[src/rtl/order_book_mem_ctrl.sv]
// ----------------------------------------------------------------------------
// order_book_mem_ctrl
//
// Command-side initiator for the order-book entry memory. The memory has a
// one-cycle registered read and no reset of its own, so after every reset this
// block sweeps zeros through every slot before accepting commands. It then
// executes one order command at a time as read / evaluate / optional write,
// and returns a status plus an entry word.
//
// Entry layout (DATA_W = 129):
//   [128] valid  [127] side  [126:95] price  [94:63] qty  [62:0] order_id
//
// Ports
//   clk, reset               single clock, synchronous active-high reset
//   cmd_valid / cmd_ready    command handshake (ready only in IDLE after init)
//   cmd_op                   0 ADD, 1 CANCEL, 2 REDUCE, 3 READ
//   cmd_slot, cmd_side, cmd_price, cmd_qty, cmd_id   command fields
//   rsp_valid / rsp_ready    response handshake; response held until ready
//   rsp_status               0 OK, 1 EMPTY, 2 OCCUPIED, 3 ID_MISMATCH
//   rsp_entry                entry word returned for the command
//   mem_wr_valid, mem_rd_valid, mem_address, mem_wdata   memory request port
//   mem_rdata                memory read data, valid the cycle after a read
//   init_done                clear sweep finished (sticky until reset)
//
// Every output is registered, and its value always matches the current state.
// Accept -> rsp_valid takes 3 cycles (RD, EVAL, RESP) when nothing is written,
// and 4 cycles (RD, EVAL, WR, RESP) when the slot is written.
// ----------------------------------------------------------------------------
module order_book_mem_ctrl #(
    parameter int ADDR_W = 10,
    parameter int DATA_W = 129
) (
    input  logic              clk,
    input  logic              reset,
    input  logic              cmd_valid,
    output logic              cmd_ready,
    input  logic [1:0]        cmd_op,
    input  logic [ADDR_W-1:0] cmd_slot,
    input  logic              cmd_side,
    input  logic [31:0]       cmd_price,
    input  logic [31:0]       cmd_qty,
    input  logic [62:0]       cmd_id,
    output logic              rsp_valid,
    input  logic              rsp_ready,
    output logic [1:0]        rsp_status,
    output logic [DATA_W-1:0] rsp_entry,
    output logic              mem_wr_valid,
    output logic              mem_rd_valid,
    output logic [ADDR_W-1:0] mem_address,
    output logic [DATA_W-1:0] mem_wdata,
    input  logic [DATA_W-1:0] mem_rdata,
    output logic              init_done
);

    localparam int VALID_BIT = 128;
    localparam int QTY_LSB   = 63;
    localparam int ID_W      = 63;

    // The sweep pointer is one bit wider so it can count past the last slot.
    localparam logic [ADDR_W:0] SWEEP_END = {1'b1, {ADDR_W{1'b0}}};

    localparam logic [1:0] OP_ADD    = 2'd0;
    localparam logic [1:0] OP_CANCEL = 2'd1;
    localparam logic [1:0] OP_REDUCE = 2'd2;

    localparam logic [1:0] ST_OK          = 2'd0;
    localparam logic [1:0] ST_EMPTY       = 2'd1;
    localparam logic [1:0] ST_OCCUPIED    = 2'd2;
    localparam logic [1:0] ST_ID_MISMATCH = 2'd3;

    typedef enum logic [2:0] {
        S_INIT = 3'd0,
        S_IDLE = 3'd1,
        S_RD   = 3'd2,
        S_EVAL = 3'd3,
        S_WR   = 3'd4,
        S_RESP = 3'd5
    } state_t;

    // Remaining quantity after a REDUCE; clamps at zero rather than wrapping.
    function automatic logic [31:0] sat_sub_qty(input logic [31:0] have,
                                                input logic [31:0] take);
        if (take >= have) begin
            return 32'd0;
        end
        return have - take;
    endfunction

    state_t            state_q, state_d;
    logic [ADDR_W:0]   ptr_q, ptr_d;
    logic              init_done_q, init_done_d;
    logic              cmd_ready_q, cmd_ready_d;
    logic              rsp_valid_q, rsp_valid_d;
    logic [1:0]        rsp_status_q, rsp_status_d;
    logic [DATA_W-1:0] rsp_entry_q, rsp_entry_d;
    logic              mem_wr_valid_q, mem_wr_valid_d;
    logic              mem_rd_valid_q, mem_rd_valid_d;
    logic [ADDR_W-1:0] mem_address_q, mem_address_d;
    logic [DATA_W-1:0] mem_wdata_q, mem_wdata_d;

    // Captured command (datapath only, no reset needed).
    logic [1:0]        op_q, op_d;
    logic [ADDR_W-1:0] slot_q, slot_d;
    logic              side_q, side_d;
    logic [31:0]       price_q, price_d;
    logic [31:0]       qty_q, qty_d;
    logic [ID_W-1:0]   id_q, id_d;

    // Decision made in EVAL from the old entry read back from memory.
    logic              old_valid;
    logic [31:0]       old_qty;
    logic [ID_W-1:0]   old_id;
    logic [31:0]       left_qty;
    logic              ev_write;
    logic [1:0]        ev_status;
    logic [DATA_W-1:0] ev_word;
    logic [DATA_W-1:0] ev_entry;

    always_comb begin
        old_valid = mem_rdata[VALID_BIT];
        old_qty   = mem_rdata[QTY_LSB +: 32];
        old_id    = mem_rdata[ID_W-1:0];
        left_qty  = sat_sub_qty(old_qty, qty_q);
        ev_write  = 1'b0;
        ev_status = ST_OK;
        ev_word   = '0;
        ev_entry  = mem_rdata;
        case (op_q)
            OP_ADD: begin
                if (old_valid) begin
                    ev_status = ST_OCCUPIED;
                end else begin
                    ev_write = 1'b1;
                    ev_word  = {1'b1, side_q, price_q, qty_q, id_q};
                    ev_entry = ev_word;
                end
            end
            OP_CANCEL: begin
                if (!old_valid) begin
                    ev_status = ST_EMPTY;
                end else if (old_id != id_q) begin
                    ev_status = ST_ID_MISMATCH;
                end else begin
                    // Cleared slot; the response still reports what was removed.
                    ev_write = 1'b1;
                end
            end
            OP_REDUCE: begin
                if (!old_valid) begin
                    ev_status = ST_EMPTY;
                end else if (old_id != id_q) begin
                    ev_status = ST_ID_MISMATCH;
                end else begin
                    ev_write = 1'b1;
                    // A fully consumed order frees the slot entirely.
                    if (left_qty != 32'd0) begin
                        ev_word = {mem_rdata[DATA_W-1:QTY_LSB+32], left_qty,
                                   mem_rdata[QTY_LSB-1:0]};
                    end
                    ev_entry = ev_word;
                end
            end
            default: begin
                ev_status = old_valid ? ST_OK : ST_EMPTY;
            end
        endcase
    end

    // Next-state and next-output logic. Output registers are loaded with the
    // values belonging to the state being entered.
    always_comb begin
        state_d        = state_q;
        ptr_d          = ptr_q;
        init_done_d    = init_done_q;
        cmd_ready_d    = 1'b0;
        rsp_valid_d    = 1'b0;
        rsp_status_d   = rsp_status_q;
        rsp_entry_d    = rsp_entry_q;
        mem_wr_valid_d = 1'b0;
        mem_rd_valid_d = 1'b0;
        mem_address_d  = '0;
        mem_wdata_d    = '0;
        op_d           = op_q;
        slot_d         = slot_q;
        side_d         = side_q;
        price_d        = price_q;
        qty_d          = qty_q;
        id_d           = id_q;

        unique case (state_q)
            S_INIT: begin
                if (ptr_q != SWEEP_END) begin
                    mem_wr_valid_d = 1'b1;
                    mem_address_d  = ptr_q[ADDR_W-1:0];
                    ptr_d          = ptr_q + 1'b1;
                end else begin
                    // Last clear write is on the bus this cycle.
                    init_done_d = 1'b1;
                    cmd_ready_d = 1'b1;
                    state_d     = S_IDLE;
                end
            end
            S_IDLE: begin
                cmd_ready_d = 1'b1;
                if (cmd_valid && cmd_ready_q) begin
                    op_d           = cmd_op;
                    slot_d         = cmd_slot;
                    side_d         = cmd_side;
                    price_d        = cmd_price;
                    qty_d          = cmd_qty;
                    id_d           = cmd_id;
                    cmd_ready_d    = 1'b0;
                    mem_rd_valid_d = 1'b1;
                    mem_address_d  = cmd_slot;
                    state_d        = S_RD;
                end
            end
            S_RD: begin
                state_d = S_EVAL;
            end
            S_EVAL: begin
                rsp_status_d = ev_status;
                rsp_entry_d  = ev_entry;
                if (ev_write) begin
                    mem_wr_valid_d = 1'b1;
                    mem_address_d  = slot_q;
                    mem_wdata_d    = ev_word;
                    state_d        = S_WR;
                end else begin
                    rsp_valid_d = 1'b1;
                    state_d     = S_RESP;
                end
            end
            S_WR: begin
                rsp_valid_d = 1'b1;
                state_d     = S_RESP;
            end
            S_RESP: begin
                if (rsp_ready) begin
                    cmd_ready_d = 1'b1;
                    state_d     = S_IDLE;
                end else begin
                    rsp_valid_d = 1'b1;
                end
            end
            default: begin
                state_d = S_INIT;
                ptr_d   = '0;
            end
        endcase
    end

    always_ff @(posedge clk) begin
        if (reset) begin
            state_q        <= S_INIT;
            ptr_q          <= '0;
            init_done_q    <= 1'b0;
            cmd_ready_q    <= 1'b0;
            rsp_valid_q    <= 1'b0;
            rsp_status_q   <= '0;
            rsp_entry_q    <= '0;
            mem_wr_valid_q <= 1'b0;
            mem_rd_valid_q <= 1'b0;
            mem_address_q  <= '0;
            mem_wdata_q    <= '0;
        end else begin
            state_q        <= state_d;
            ptr_q          <= ptr_d;
            init_done_q    <= init_done_d;
            cmd_ready_q    <= cmd_ready_d;
            rsp_valid_q    <= rsp_valid_d;
            rsp_status_q   <= rsp_status_d;
            rsp_entry_q    <= rsp_entry_d;
            mem_wr_valid_q <= mem_wr_valid_d;
            mem_rd_valid_q <= mem_rd_valid_d;
            mem_address_q  <= mem_address_d;
            mem_wdata_q    <= mem_wdata_d;
        end
    end

    always_ff @(posedge clk) begin
        op_q    <= op_d;
        slot_q  <= slot_d;
        side_q  <= side_d;
        price_q <= price_d;
        qty_q   <= qty_d;
        id_q    <= id_d;
    end

    assign cmd_ready    = cmd_ready_q;
    assign rsp_valid    = rsp_valid_q;
    assign rsp_status   = rsp_status_q;
    assign rsp_entry    = rsp_entry_q;
    assign mem_wr_valid = mem_wr_valid_q;
    assign mem_rd_valid = mem_rd_valid_q;
    assign mem_address  = mem_address_q;
    assign mem_wdata    = mem_wdata_q;
    assign init_done    = init_done_q;

endmodule

[config.mk]
export PLATFORM = sky130hd
export DESIGN_NAME = order_book_mem_ctrl
export DESIGN_NICKNAME = d
export VERILOG_FILES = /design/src/rtl/order_book_mem_ctrl.sv
export SDC_FILE = /design/constraint.sdc
export NUM_CORES = 1
export LEC_CHECK = 0
export CAP_MARGIN = 20
export CORE_AREA = 2 2 212 214
export CTS_CLUSTER_DIAMETER = 60
export DETAILED_ROUTE_END_ITERATION = 7
export DIE_AREA = 0 0 214 216
export HOLD_SLACK_MARGIN = 0.02
export MAX_ROUTING_LAYER = met4
export PLACE_DENSITY = 0.92
export SYNTH_ARGS = -nofsm -noshare
export SYNTH_HDL_FRONTEND = slang
export SYNTH_SLANG_ARGS = --single-unit
export TNS_END_PERCENT = 1
[constraint.sdc]
create_clock -name clk -period 9.9 [get_ports clk]
set_input_delay 2.475 -clock clk [delete_from_list [all_inputs] [get_ports clk]]
set_output_delay 2.475 -clock clk [all_outputs]
set_load 0.1 [all_outputs]
==> impl_results.md <==
* Status: complete, no violations
* Initial antenna violation count at 12
* Setup TNS at 0 ns
* Post_cts resized at 0
* Post-synth EDFFs at 140
* Final cycle utilization of the critical path at 75.2%
* CTS Hold Buffers Added at 0
* Vias in the first global route at 21300
* WP data required at between 10 and 15 ns
* Worst hold path type: reg2reg
* WL per Instance at about 27 um
* # port buffers at 547
* Routed WL at 87400 um
* Seq/Total Area, Yosys at a little under half
* Peak VDD IR at about 0.14 mV
* Syn. warnings at 0
* CP Capture Type: flip-flop
* Total iterations of the first detailed-routing run at 6
* I/O pin count at 548
* FFs w/ async S/R, synth at 0%
* Mux cell area share after synthesis at between 5 and 6%
* Starting Density at between 40% and 50%
* Avg Cell Area, Syn at between 9 and 10 sq um
* Xor/xnor cell area share of the yosys netlist at 3.79%
* RSZ-0062 raised after global routing: no
* Pins Over Slew Limit at 0
* Simple-Gate Fraction of Synth Area at a little under a fifth
* Adder-Cell Fraction of Synth Area at 2.23%
* Largest net degree at the start of global routing at about 170
* Row count at a little under 80
* Final setup vio count at 0
* Tot GR Track Use at 37.4%
* Pwr per Cell Area at about 140 nW/um^2
* Slew headroom at 20.5%
* Worst-case clock buffer depth at 3
* Synth-to-Final Area Change at 34.2%
* Fin. Hold Viols at 0
* Ys flop type: dfxtp_1
* Final #Nets at between 2000 and 3000
* Global routing usage on met1 at a little over two fifths
* Vias per std cell at 6.68
* CTS tree: built
* Post-CTS Setup Repair Bufs at 0
* Clk sink count at around 430
* Most common cell after layout, fill and taps aside: clkdlybuf4s50_1
* Htree depth at 2
* Critical path type: in2reg
* Net Count, Synth at about 2500
* Clock Pin Slew Worst Setup and Hold Paths at 0.06 ns
* Worst slew pin tran at 1.19 ns
* Yosys reg bits at 429
* Shortest period the worst path allows at about 7.4 ns
* Area of the die at 46200 sq um
* Die height at between 200 and 250 um
* Placer Congestion at about 0.94
* Clk_lat worst skew at 0.60 ns
* CTS Buf Count at 48
* Most frequent cells in the layout: 545 x clkdlybuf4s50_1, 289 x dfxtp_1, 206 x nor2_1, 201 x nand3_1, 140 x edfxtp_1
* LEAKAGE at ~0.0099 uW
* Core region area at 43800 sq um
* Share of cells above drive strength 1 at 8.75%
* Routed via count at ~22000
* Worst hold slack at between 0.4 and 0.5 ns
* Syn Inst Count at 2228
* Synth cell types at around 80
* ANT nets after route at 0
* First-pass GRT wire length at around 130000 um
* M3 GR Usage at under 10%
* GR peak layer: met2
* DPL Wire Length at roughly 58000 um
* Post-Syn Area at 21700 sq um
* Largest family of logic cells by synthesized area: compound AO/OA/AOI/OAI gates
* Max Cap Viol at 0
* CP Data Arrival Time at a little under 8 ns
* DRC at 0
* Layout Skew at 0.0159 ns
* 1st-iter DRT viols at ~3000
* Root Driver: clkbuf_16
* FMAX at between 100 and 150 MHz
* GR Layer Usage met2 at roughly 60%
* Synth Area in Compound Gates at approximately a fifth
* Global route overflow at 0
* Crit path launch type: primary input
* Crit path max fanout at just under 70
* Chip width at ~210 um
## path summary, 6_finish.rpt
kind                            depth (start not counted)                  startpoint                    endpoint  slack (ns)
worst max-delay path                                   11               mem_rdata[28]   mem_wdata[102]$_SDFF_PP0_        2.46
worst min-delay path                                    2  rsp_status[0]$_SDFFE_PP0P_  rsp_status[0]$_SDFFE_PP0P_        0.47
worst max register to register                         10          id_q[28]$_DFFE_PP_   mem_wdata[102]$_SDFF_PP0_        4.46
worst min register to register                          2  rsp_status[0]$_SDFFE_PP0P_  rsp_status[0]$_SDFFE_PP0P_        0.47
## sequential cells by signal, indices dropped and copies added (netlist names)
signal        flops
op_q              2
init_done         1
side_q            1
ptr_q            11
rsp_status        2
qty_q            32
rsp_valid         1
price_q          32
state_q           3
mem_rd_valid      1
mem_address      10
rsp_entry       129
cmd_ready         1
mem_wdata       129
slot_q           10
mem_wr_valid      1
id_q             63
## area by class of cell
cell class | count | area, sq um
Multi-Input combinational cell | 1551 | 10800
Inverter | 48 | 180
Fill cell | 3186 | 14700
Antenna cell | 14 | 35.0
Tap cell | 592 | 741
Clock inverter | 18 | 216
Timing Repair Buffer | 571 | 5670
Clock buffer | 70 | 1460
Sequential cell | 429 | 9990
## cell families after synthesis
logic type / Yosys count
XOR/XNOR: 94
multiplexers: 99
flip-flops: 429
buffers and inverters: 248
adder cells (fa/ha/maj): 38
AND/OR/NAND/NOR: 767
AO/OA/AOI/OAI: 553
## critical path: stages
cell and delay (ns):
clkdlybuf4s50_1 0.59, xor2_1 0.21, nor4_1 0.95, nand4_1 0.22, nor4_2 0.67, nand2_4 0.45, inv_1 0.25, nand3_1 0.58
a311oi_4 0.46, buf_4 0.73, a22o_1 0.24
## layer usage
metal,routed length (um),up-vias
met2,41400,1723
met4,5080,0
met5,0,-
met3,9800,359
met1,31100,10600
li1,-,9321
## where the power goes
group	switching [uW]	total (uW)	leakage, uW	internal, uW
sequential	7.42	1830	0.00359	1820
clock	773	1890	0.000819	1110
combinational	236	415	0.00551	179
total	1020	4130	0.00991	3120
## cells in the mapped netlist (all sizes together) (48+ instances only)
cell type | instances | area [sq um]
o2111ai | 97 | 850
nand2b | 103 | 644
nand3 | 201 | 1010
or3 | 105 | 662
dfxtp | 289 | 5790
edfxtp | 140 | 4200
nor2 | 209 | 785
nand2 | 51 | 191
xor2 | 78 | 683
clkbuf | 166 | 623
a221oi | 96 | 841
mux2 | 96 | 1080
a21oi | 85 | 429
inv | 48 | 180
a22o | 98 | 858
## stage by stage
stage / utilization, % / setup slack [ns] / instance area, sq um / instances / power [uW]
floorplan: - / 2.05 / 21700 / 2228 / 2060
global placement: 62.5 / 1.93 / 27400 / 3190 / 2260
detailed placement: 62.5 / 1.83 / 27400 / 3190 / 2270
CTS: 66.3 / 2.42 / 29100 / 3278 / 4130
global route: 66.4 / 2.17 / 29100 / 3291 / 4230
finish: 66.4 / 2.46 / 29100 / 3293 / 4130
No activity file was read; power rests on OpenSTA's default activity.
